==> config.mk <==
export PLATFORM = sky130hd
export DESIGN_NAME = dma_copy_engine
export DESIGN_NICKNAME = d
export VERILOG_FILES = /design/src/rtl/dma_pkg.sv /design/src/rtl/dma_skid_fifo.sv /design/src/rtl/dma_copy_engine.sv
export SDC_FILE = /design/constraint.sdc
export NUM_CORES = 1
export LEC_CHECK = 0
export CORE_ASPECT_RATIO = 0.6
export CORE_MARGIN = 2
export CORE_UTILIZATION = 57
export CTS_CLUSTER_SIZE = 28
export DETAILED_ROUTE_END_ITERATION = 8
export PLACE_DENSITY = 0.86
export SYNTH_ARGS = -nofsm -noshare
export SYNTH_HDL_FRONTEND = slang
export SYNTH_SLANG_ARGS = --single-unit
==> constraint.sdc <==
create_clock -name clk -period 7.1 [get_ports clk]
set_input_delay 1.42 -clock clk [delete_from_list [all_inputs] [get_ports clk]]
set_output_delay 1.42 -clock clk [all_outputs]
set_load 0.005 [all_outputs]
==> src/rtl/dma_pkg.sv <==
// Shared types and constants for the single-channel DMA copy engine.
package dma_pkg;

  localparam int unsigned SKID_DEPTH = 2;
  localparam int unsigned SKID_CNT_W = $clog2(SKID_DEPTH + 1);

  // FSM encoding kept as plain constants for compatibility with older tools
  typedef logic [1:0] state_e;
  localparam state_e IDLE   = 2'd0;
  localparam state_e RUN    = 2'd1;
  localparam state_e DRAIN  = 2'd2;
  localparam state_e FINISH = 2'd3;

  typedef logic mode_e;
  localparam mode_e MODE_COPY = 1'b0;
  localparam mode_e MODE_FILL = 1'b1;

  typedef logic [1:0] status_e;
  localparam status_e ST_OK      = 2'd0;
  localparam status_e ST_ABORTED = 2'd1;
  localparam status_e ST_LEN_ERR = 2'd2;

endpackage

==> src/rtl/dma_skid_fifo.sv <==
// Two-entry shifting skid FIFO; entry 0 is always the head so the head is a flop.
module dma_skid_fifo
  import dma_pkg::*;
#(
  parameter int unsigned DATA_WIDTH = 8
) (
  input  logic                  clk,
  input  logic                  reset,
  input  logic                  push,
  input  logic [DATA_WIDTH-1:0] push_data,
  input  logic                  pop,
  input  logic                  flush,
  output logic [SKID_CNT_W-1:0] count,
  output logic [DATA_WIDTH-1:0] head
);

  logic [DATA_WIDTH-1:0] data0_q, data1_q;
  logic                  vld0_q, vld1_q;

  // Storage update; flush wins over push and pop
  always_ff @(posedge clk or negedge reset) begin
    if (!reset) begin
      data0_q <= '0;
      data1_q <= '0;
      vld0_q  <= 1'b0;
      vld1_q  <= 1'b0;
    end else if (flush) begin
      vld0_q <= 1'b0;
      vld1_q <= 1'b0;
    end else begin
      case ({push, pop})
        2'b10: begin
          if (!vld0_q) begin
            data0_q <= push_data;
            vld0_q  <= 1'b1;
          end else begin
            data1_q <= push_data;
            vld1_q  <= 1'b1;
          end
        end
        2'b01: begin
          data0_q <= data1_q;
          vld0_q  <= vld1_q;
          vld1_q  <= 1'b0;
        end
        2'b11: begin
          if (vld1_q) begin
            data0_q <= data1_q;
            data1_q <= push_data;
          end else begin
            data0_q <= push_data;
            vld0_q  <= 1'b1;
          end
        end
        default: ;
      endcase
    end
  end

  assign count = SKID_CNT_W'(vld0_q) + SKID_CNT_W'(vld1_q);
  assign head  = data0_q;

endmodule

==> src/rtl/dma_copy_engine.sv <==
// Single-channel DMA: copies/fills words from a 1-cycle-latency source into a
// ready/valid destination port through a 2-entry skid buffer.
module dma_copy_engine
  import dma_pkg::*;
#(
  parameter  int unsigned DATA_WIDTH = 8,
  parameter  int unsigned ADDR_WIDTH = 8,
  localparam int unsigned LEN_WIDTH  = ADDR_WIDTH + 1
) (
  input  logic                  clk,
  input  logic                  reset,
  input  logic                  start,
  input  logic                  mode,
  input  logic [ADDR_WIDTH-1:0] src_addr,
  input  logic [ADDR_WIDTH-1:0] dst_addr,
  input  logic [LEN_WIDTH-1:0]  length,
  input  logic                  abort,
  output logic                  busy,
  output logic                  done,
  output logic [1:0]            status,
  output logic [LEN_WIDTH-1:0]  words_done,
  output logic                  src_rd_en,
  output logic [ADDR_WIDTH-1:0] src_rd_addr,
  input  logic [DATA_WIDTH-1:0] src_rd_data,
  output logic                  dst_wr_en,
  output logic [ADDR_WIDTH-1:0] dst_wr_addr,
  output logic [DATA_WIDTH-1:0] dst_wr_data,
  input  logic                  dst_wr_ready
);

  state_e                state_q, state_d;
  mode_e                 mode_q;
  status_e               status_q;
  logic [LEN_WIDTH-1:0]  len_q, rd_cnt_q, words_done_q;
  logic [ADDR_WIDTH-1:0] rd_addr_q, wr_addr_q;
  logic                  rd_vld_q, busy_q, done_q;

  logic [SKID_CNT_W-1:0] fifo_count;
  logic [DATA_WIDTH-1:0] fifo_head;
  logic [2:0]            occ_c;
  logic                  pop_c, active_c, abort_c, accept_c, len_err_c, issue_c;

  // State register
  always_ff @(posedge clk or negedge reset) begin
    if (!reset) state_q <= IDLE;
    else        state_q <= state_d;
  end

  // Next state, read issue and credit decisions
  always_comb begin
    state_d   = state_q;
    pop_c     = dst_wr_en && dst_wr_ready;
    active_c  = (state_q == RUN) || (state_q == DRAIN);
    abort_c   = active_c && abort;
    accept_c  = (state_q == IDLE) && start && (length != '0);
    len_err_c = (state_q == IDLE) && start && (length == '0);
    // Words that will sit in the FIFO at the end of this cycle
    occ_c     = 3'(fifo_count) + 3'(rd_vld_q) - 3'(pop_c);
    issue_c   = (state_q == RUN) && !abort && (rd_cnt_q < len_q) && (occ_c < 3'd2);
    case (state_q)
      IDLE: begin
        if (accept_c)       state_d = RUN;
        else if (len_err_c) state_d = FINISH;
      end
      RUN: begin
        if (abort)                                             state_d = FINISH;
        else if (issue_c && (rd_cnt_q + LEN_WIDTH'(1) == len_q)) state_d = DRAIN;
      end
      DRAIN: begin
        if (abort)                                                 state_d = FINISH;
        else if ((words_done_q + LEN_WIDTH'(pop_c)) == len_q)     state_d = FINISH;
      end
      default: state_d = IDLE;
    endcase
  end

  // Transfer registers, counters and status
  always_ff @(posedge clk or negedge reset) begin
    if (!reset) begin
      mode_q       <= MODE_COPY;
      status_q     <= ST_OK;
      len_q        <= '0;
      rd_cnt_q     <= '0;
      words_done_q <= '0;
      rd_addr_q    <= '0;
      wr_addr_q    <= '0;
      rd_vld_q     <= 1'b0;
      busy_q       <= 1'b0;
      done_q       <= 1'b0;
    end else begin
      busy_q   <= (state_d == RUN) || (state_d == DRAIN);
      done_q   <= (state_d == FINISH);
      rd_vld_q <= issue_c;
      if (accept_c) begin
        mode_q       <= mode_e'(mode);
        len_q        <= length;
        rd_addr_q    <= src_addr;
        wr_addr_q    <= dst_addr;
        rd_cnt_q     <= '0;
        words_done_q <= '0;
        status_q     <= ST_OK;
      end else begin
        if (issue_c) begin
          rd_cnt_q <= rd_cnt_q + LEN_WIDTH'(1);
          if (mode_q == MODE_COPY) rd_addr_q <= rd_addr_q + ADDR_WIDTH'(1);
        end
        if (pop_c) begin
          words_done_q <= words_done_q + LEN_WIDTH'(1);
          wr_addr_q    <= wr_addr_q + ADDR_WIDTH'(1);
        end
        if (len_err_c) begin
          status_q     <= ST_LEN_ERR;
          words_done_q <= '0;
        end else if (abort_c) begin
          status_q <= ST_ABORTED;
        end
      end
    end
  end

  dma_skid_fifo #(
    .DATA_WIDTH (DATA_WIDTH)
  ) u_skid (
    .clk       (clk),
    .reset     (reset),
    .push      (rd_vld_q),
    .push_data (src_rd_data),
    .pop       (pop_c),
    .flush     (abort_c),
    .count     (fifo_count),
    .head      (fifo_head)
  );

  assign busy        = busy_q;
  assign done        = done_q;
  assign status      = status_q;
  assign words_done  = words_done_q;
  assign src_rd_en   = issue_c;
  assign src_rd_addr = rd_addr_q;
  assign dst_wr_en   = (fifo_count != '0);
  assign dst_wr_addr = wr_addr_q;
  assign dst_wr_data = fifo_head;

endmodule

==> results by group <==
Floorplan
  – Starting density of the core: 0.599
  – Vertical die dimension: 69.6 um
  – Horiz. Die Dim: 113 um
  – Top Ports: 78
  – Site row count: 23
  – Area enclosed by the die boundary: 0.00789 sq mm
  – Core area: 0.00682 sq mm

CTS
  – Cts bufs inserted: 9
  – Post-cts repair resize count: 0
  – H-tree depth: 3
  – Hold Buf Count CTS: 0
  – TritonCTS clock tree: yes
  – TritonCTS sink count: 69
  – Clk Latency, worst-skew pair: 0.33 ns
  – Maximum count of clock buffers along a single path: 2
  – Buffer count from post-CTS setup fixing: 0
  – Clock transition time at the flip-flop clock pins of the worst setup and hold paths: 0.06 ns
  – Root Buffer Master: sky130_fd_sc_hd__clkbuf_16

Worst hold path
  – Hold Crit Class: reg -> reg

Finish
  – Multi-input logic area: 0.00221 sq mm
  – Area used by sequential logic in the layout: 0.00173 sq mm
  – P&R area growth vs syn: 27.9%
  – Fraction of final layout cells with drive strength greater than 1: 0.0606
  – Final nets: 586
  – Most common cell after layout, fill and taps aside: sky130_fd_sc_hd__clkdlybuf4s50_1
  – Final antenna diode count: 0
  – Top library cells by usage in the layout, fill and taps aside: sky130_fd_sc_hd__clkdlybuf4s50_1 (76), sky130_fd_sc_hd__dfrtp_1 (69), sky130_fd_sc_hd__nand2_1 (57)
  – Utilization after layout: 0.767
  – Fill cell count: 465
  – Post-Layout Cell Count: 615

Setup path
  – Worst-path cell with the longest stage delay: sky130_fd_sc_hd__inv_1
  – Worst reg2reg path endpoint: busy
  – Largest delay share family, worst path: buffers and inverters
  – Required time of the critical path: 5.68 ns
  – Crit path DAT: 4.61 ns
  – Start point of the critical path: dst_wr_ready
  – Largest stage delay on the critical path: 0.58 ns
  – RR Startpoint: u_skid.vld1_q
  – Critical Path Source Type: input pin
  – CP Max Fanout: 25
  – Crit path to: src_rd_en
  – R2R depth: 14
  – Crit path cell chain: clkdlybuf4s50_1 -> nand2_1 -> inv_1 -> ha_1 -> and2b_1 -> xnor2_1 -> a211oi_4 -> nand2_2 -> inv_1 -> clkdlybuf4s50_1
  – Logic depth of the worst setup path including buffers: 10
  – Worst Path Class, Setup: in -> out
  – CP bufs+invs: 4
  – Setup crit end kind: output pin
  – FF-to-FF setup slack: 3.06 ns

Global route
  – Largest net degree at the start of global routing: 70
  – Layer with the highest usage: met2
  – Met3 Resource Use GR: 0.0795
  – Overflow left after global routing: 0
  – Met2 Resource Use GR: 0.412
  – First-pass GRT wire length: 17700 um
  – Antenna violations before repair: 0
  – GR Util met1: 0.406
  – Total GRT Usage: 0.281
  – Via count of the first global-routing pass: 3658

Logic synthesis
  – Number of standard cells after synthesis: 451
  – Cell type with the highest aggregate area in the netlist: sky130_fd_sc_hd__dfrtp_1
  – Count of distinct cell types in the synthesized netlist: 46
  – Sequential area share after synthesis: 0.422
  – Count of synthesis-stage warnings from yosys: 0
  – Share of synthesized flip-flops with an asynchronous set or reset: 1.00
  – Top cell type's share of synthesized area: 0.422
  – Number of synthesized register bits: 69
  – Per-instance average area after synthesis: 9.06 sq um
  – Cell Area, Synth: 0.00409 sq mm
  – Number of flops mapped to enable cells by yosys: 0
  – Net Count, Synth: 514
  – Top flip-flop cell by instance count after synthesis: sky130_fd_sc_hd__dfrtp_1
  – Cell types with the largest area share after synthesis: sky130_fd_sc_hd__dfrtp_1 (42%), sky130_fd_sc_hd__ha_1 (7.3%), sky130_fd_sc_hd__nand2_1 (5.2%), sky130_fd_sc_hd__o21ai_0 (4.9%), sky130_fd_sc_hd__xnor2_1 (4.7%)

Pwr
  – Largest vdd supply drop: 208 uV
  – LEAKAGE: 2.20 nW
  – Power density of the placed cells: 386 mW/mm^2

STA
  – Period utilization: 0.850
  – Number of hold violations in the final report: 0
  – Setup-violating endpoint count in the final report: 0
  – Post-route worst setup slack: 1.07 ns
  – Count of pins over their slew limit: 0
  – Maximum clock skew at final layout: 0.00716 ns
  – Slew @ Worst Pin: 0.940 ns
  – Total negative slack: 0 ns
  – Fin crit period: 6.03 ns
  – Worst max-slew margin expressed relative to the limit: 0.369
  – Timing-limited maximum frequency: 0.166 GHz
  – RSZ-0062 raised after global routing: false

Routing
  – Total DRC errors in the routed layout: 0
  – Detailed-route via count: 3808
  – Number of DRC markers in iteration 0: 349
  – Mean routed wirelength per cell: 17.5 um
  – Pre-antenna DRT Iters: 5
  – Routed Wire Length: 10700 um
  – Post-route antenna net violation count: 0
  – DR vias/cell: 6.19

Place
  – RD Place Congestion: 0.918
  – Post-place setup slack: 1.18 ns
  – Detailed Place HPWL: 7550 um
  – Total placed cells including tap cells: 599
  – Count of port buffers added during placement: 77

Status
  – Result of the run: completed

Run
  – Number of max-capacitance violations reported: 0
-- cell usage after synthesis (2+ instances only) --
library cell / count
sky130_fd_sc_hd__a211oi_1: 3
sky130_fd_sc_hd__a21oi_1: 25
sky130_fd_sc_hd__a311oi_1: 2
sky130_fd_sc_hd__a31oi_1: 4
sky130_fd_sc_hd__and2_1: 6
sky130_fd_sc_hd__and3_1: 10
sky130_fd_sc_hd__and4_1: 2
sky130_fd_sc_hd__clkbuf_1: 18
sky130_fd_sc_hd__dfrtp_1: 69
sky130_fd_sc_hd__ha_1: 24
sky130_fd_sc_hd__inv_1: 21
sky130_fd_sc_hd__mux2_2: 9
sky130_fd_sc_hd__mux2i_1: 4
sky130_fd_sc_hd__nand2_1: 57
sky130_fd_sc_hd__nand2b_1: 2
sky130_fd_sc_hd__nand3_1: 17
sky130_fd_sc_hd__nand4_1: 13
sky130_fd_sc_hd__nor2_1: 37
sky130_fd_sc_hd__nor2b_1: 2
sky130_fd_sc_hd__nor3_1: 2
sky130_fd_sc_hd__nor3b_1: 2
sky130_fd_sc_hd__nor4_1: 4
sky130_fd_sc_hd__o211ai_1: 2
sky130_fd_sc_hd__o21ai_0: 40
sky130_fd_sc_hd__o21ai_1: 2
sky130_fd_sc_hd__o221ai_1: 2
sky130_fd_sc_hd__o31ai_1: 5
sky130_fd_sc_hd__or3_1: 5
sky130_fd_sc_hd__or4_1: 6
sky130_fd_sc_hd__xnor2_1: 22
sky130_fd_sc_hd__xor2_1: 19
-- flip-flops by register name, summed over array words and instances, names as in the netlist --
signal          flops
state_q             2
u_skid.head         8
rd_cnt_q            9
mode_q              1
status              2
src_rd_addr         8
u_skid.data1_q      8
u_skid.vld0_q       1
u_skid.vld1_q       1
len_q               9
words_done          9
busy                1
dst_wr_addr         8
done                1
rd_vld_q            1
-- metrics by stage --
stage               hold slack (ns)  total power, W  area [sq um]
detailed placement            0.471         0.00152          4910
global route                  0.506         0.00214          5230
global placement              0.464         0.00147          4910
CTS                           0.484         0.00202          5230
floorplan                     0.472         0.00116          4090
finish                        0.479         0.00202          5230
-- cell type report --
class                   count  share of cell area
well taps                  87              0.0208
flip-flops and latches     69               0.330
clock buffers              13              0.0479
clock inverters             3              0.0132
multi-input cells         343               0.424
repair buffers             79               0.149
inverters                  21              0.0151
-- report_power, final --
group | internal, W | switching [W] | total, W
Sequential | 0.000546 | 0.000164 | 0.000710
Combinational | 0.000409 | 0.000420 | 0.000829
Clock | 0.000318 | 0.000163 | 0.000481
-- kinds of logic (layout without fill, tap and decap cells) --
logic type,after synthesis,in the layout,synth area share
mux,13,13,0.0346
compound gates,93,93,0.136
simple gates,172,172,0.210
xor+xnor,41,41,0.0878
fa+ha+maj,24,24,0.0735
buf+inv,39,116,0.0358
flops,69,69,0.422
-- how the worst min path moves through the flow --
stage,start,to,cells after the start
after floorplan,u_skid.data1_q[0],u_skid.data1_q[0],1
after global placement,u_skid.head[7],u_skid.head[7],2
after detailed placement,u_skid.head[4],u_skid.head[4],2
after CTS,u_skid.head[4],u_skid.head[4],2
after global routing,u_skid.data1_q[0],u_skid.data1_q[0],1
final,u_skid.head[4],u_skid.head[4],2
-- layer usage --
| metal | vias to the layer above | wire length [um] | share of wire |
|---|---|---|---|
| li1 | 1731 | - | - |
| met1 | 1845 | 4820 | 0.45 |
| met2 | 201 | 4700 | 0.44 |
| met3 | 31 | 1030 | 0.096 |
| met4 | 0 | 189 | 0.018 |
| met5 | - | 0 | 0 |
-- worst reg2reg max path, cell delays in order, from the launching register on --
cell and delay [ns]:
sky130_fd_sc_hd__dfrtp_1 0.45, sky130_fd_sc_hd__inv_1 0.11, sky130_fd_sc_hd__ha_1 0.21, sky130_fd_sc_hd__inv_1 0.09
sky130_fd_sc_hd__nand2_1 0.11, sky130_fd_sc_hd__inv_1 0.58, sky130_fd_sc_hd__ha_1 0.36, sky130_fd_sc_hd__and2b_1 0.20
sky130_fd_sc_hd__xnor2_1 0.10, sky130_fd_sc_hd__a211oi_4 0.44, sky130_fd_sc_hd__nand2_2 0.19, sky130_fd_sc_hd__inv_1 0.20
sky130_fd_sc_hd__nand4_1 0.21, sky130_fd_sc_hd__a211o_1 0.37, sky130_fd_sc_hd__ha_1 0.30
No activity file was read; power rests on OpenSTA's default activity.
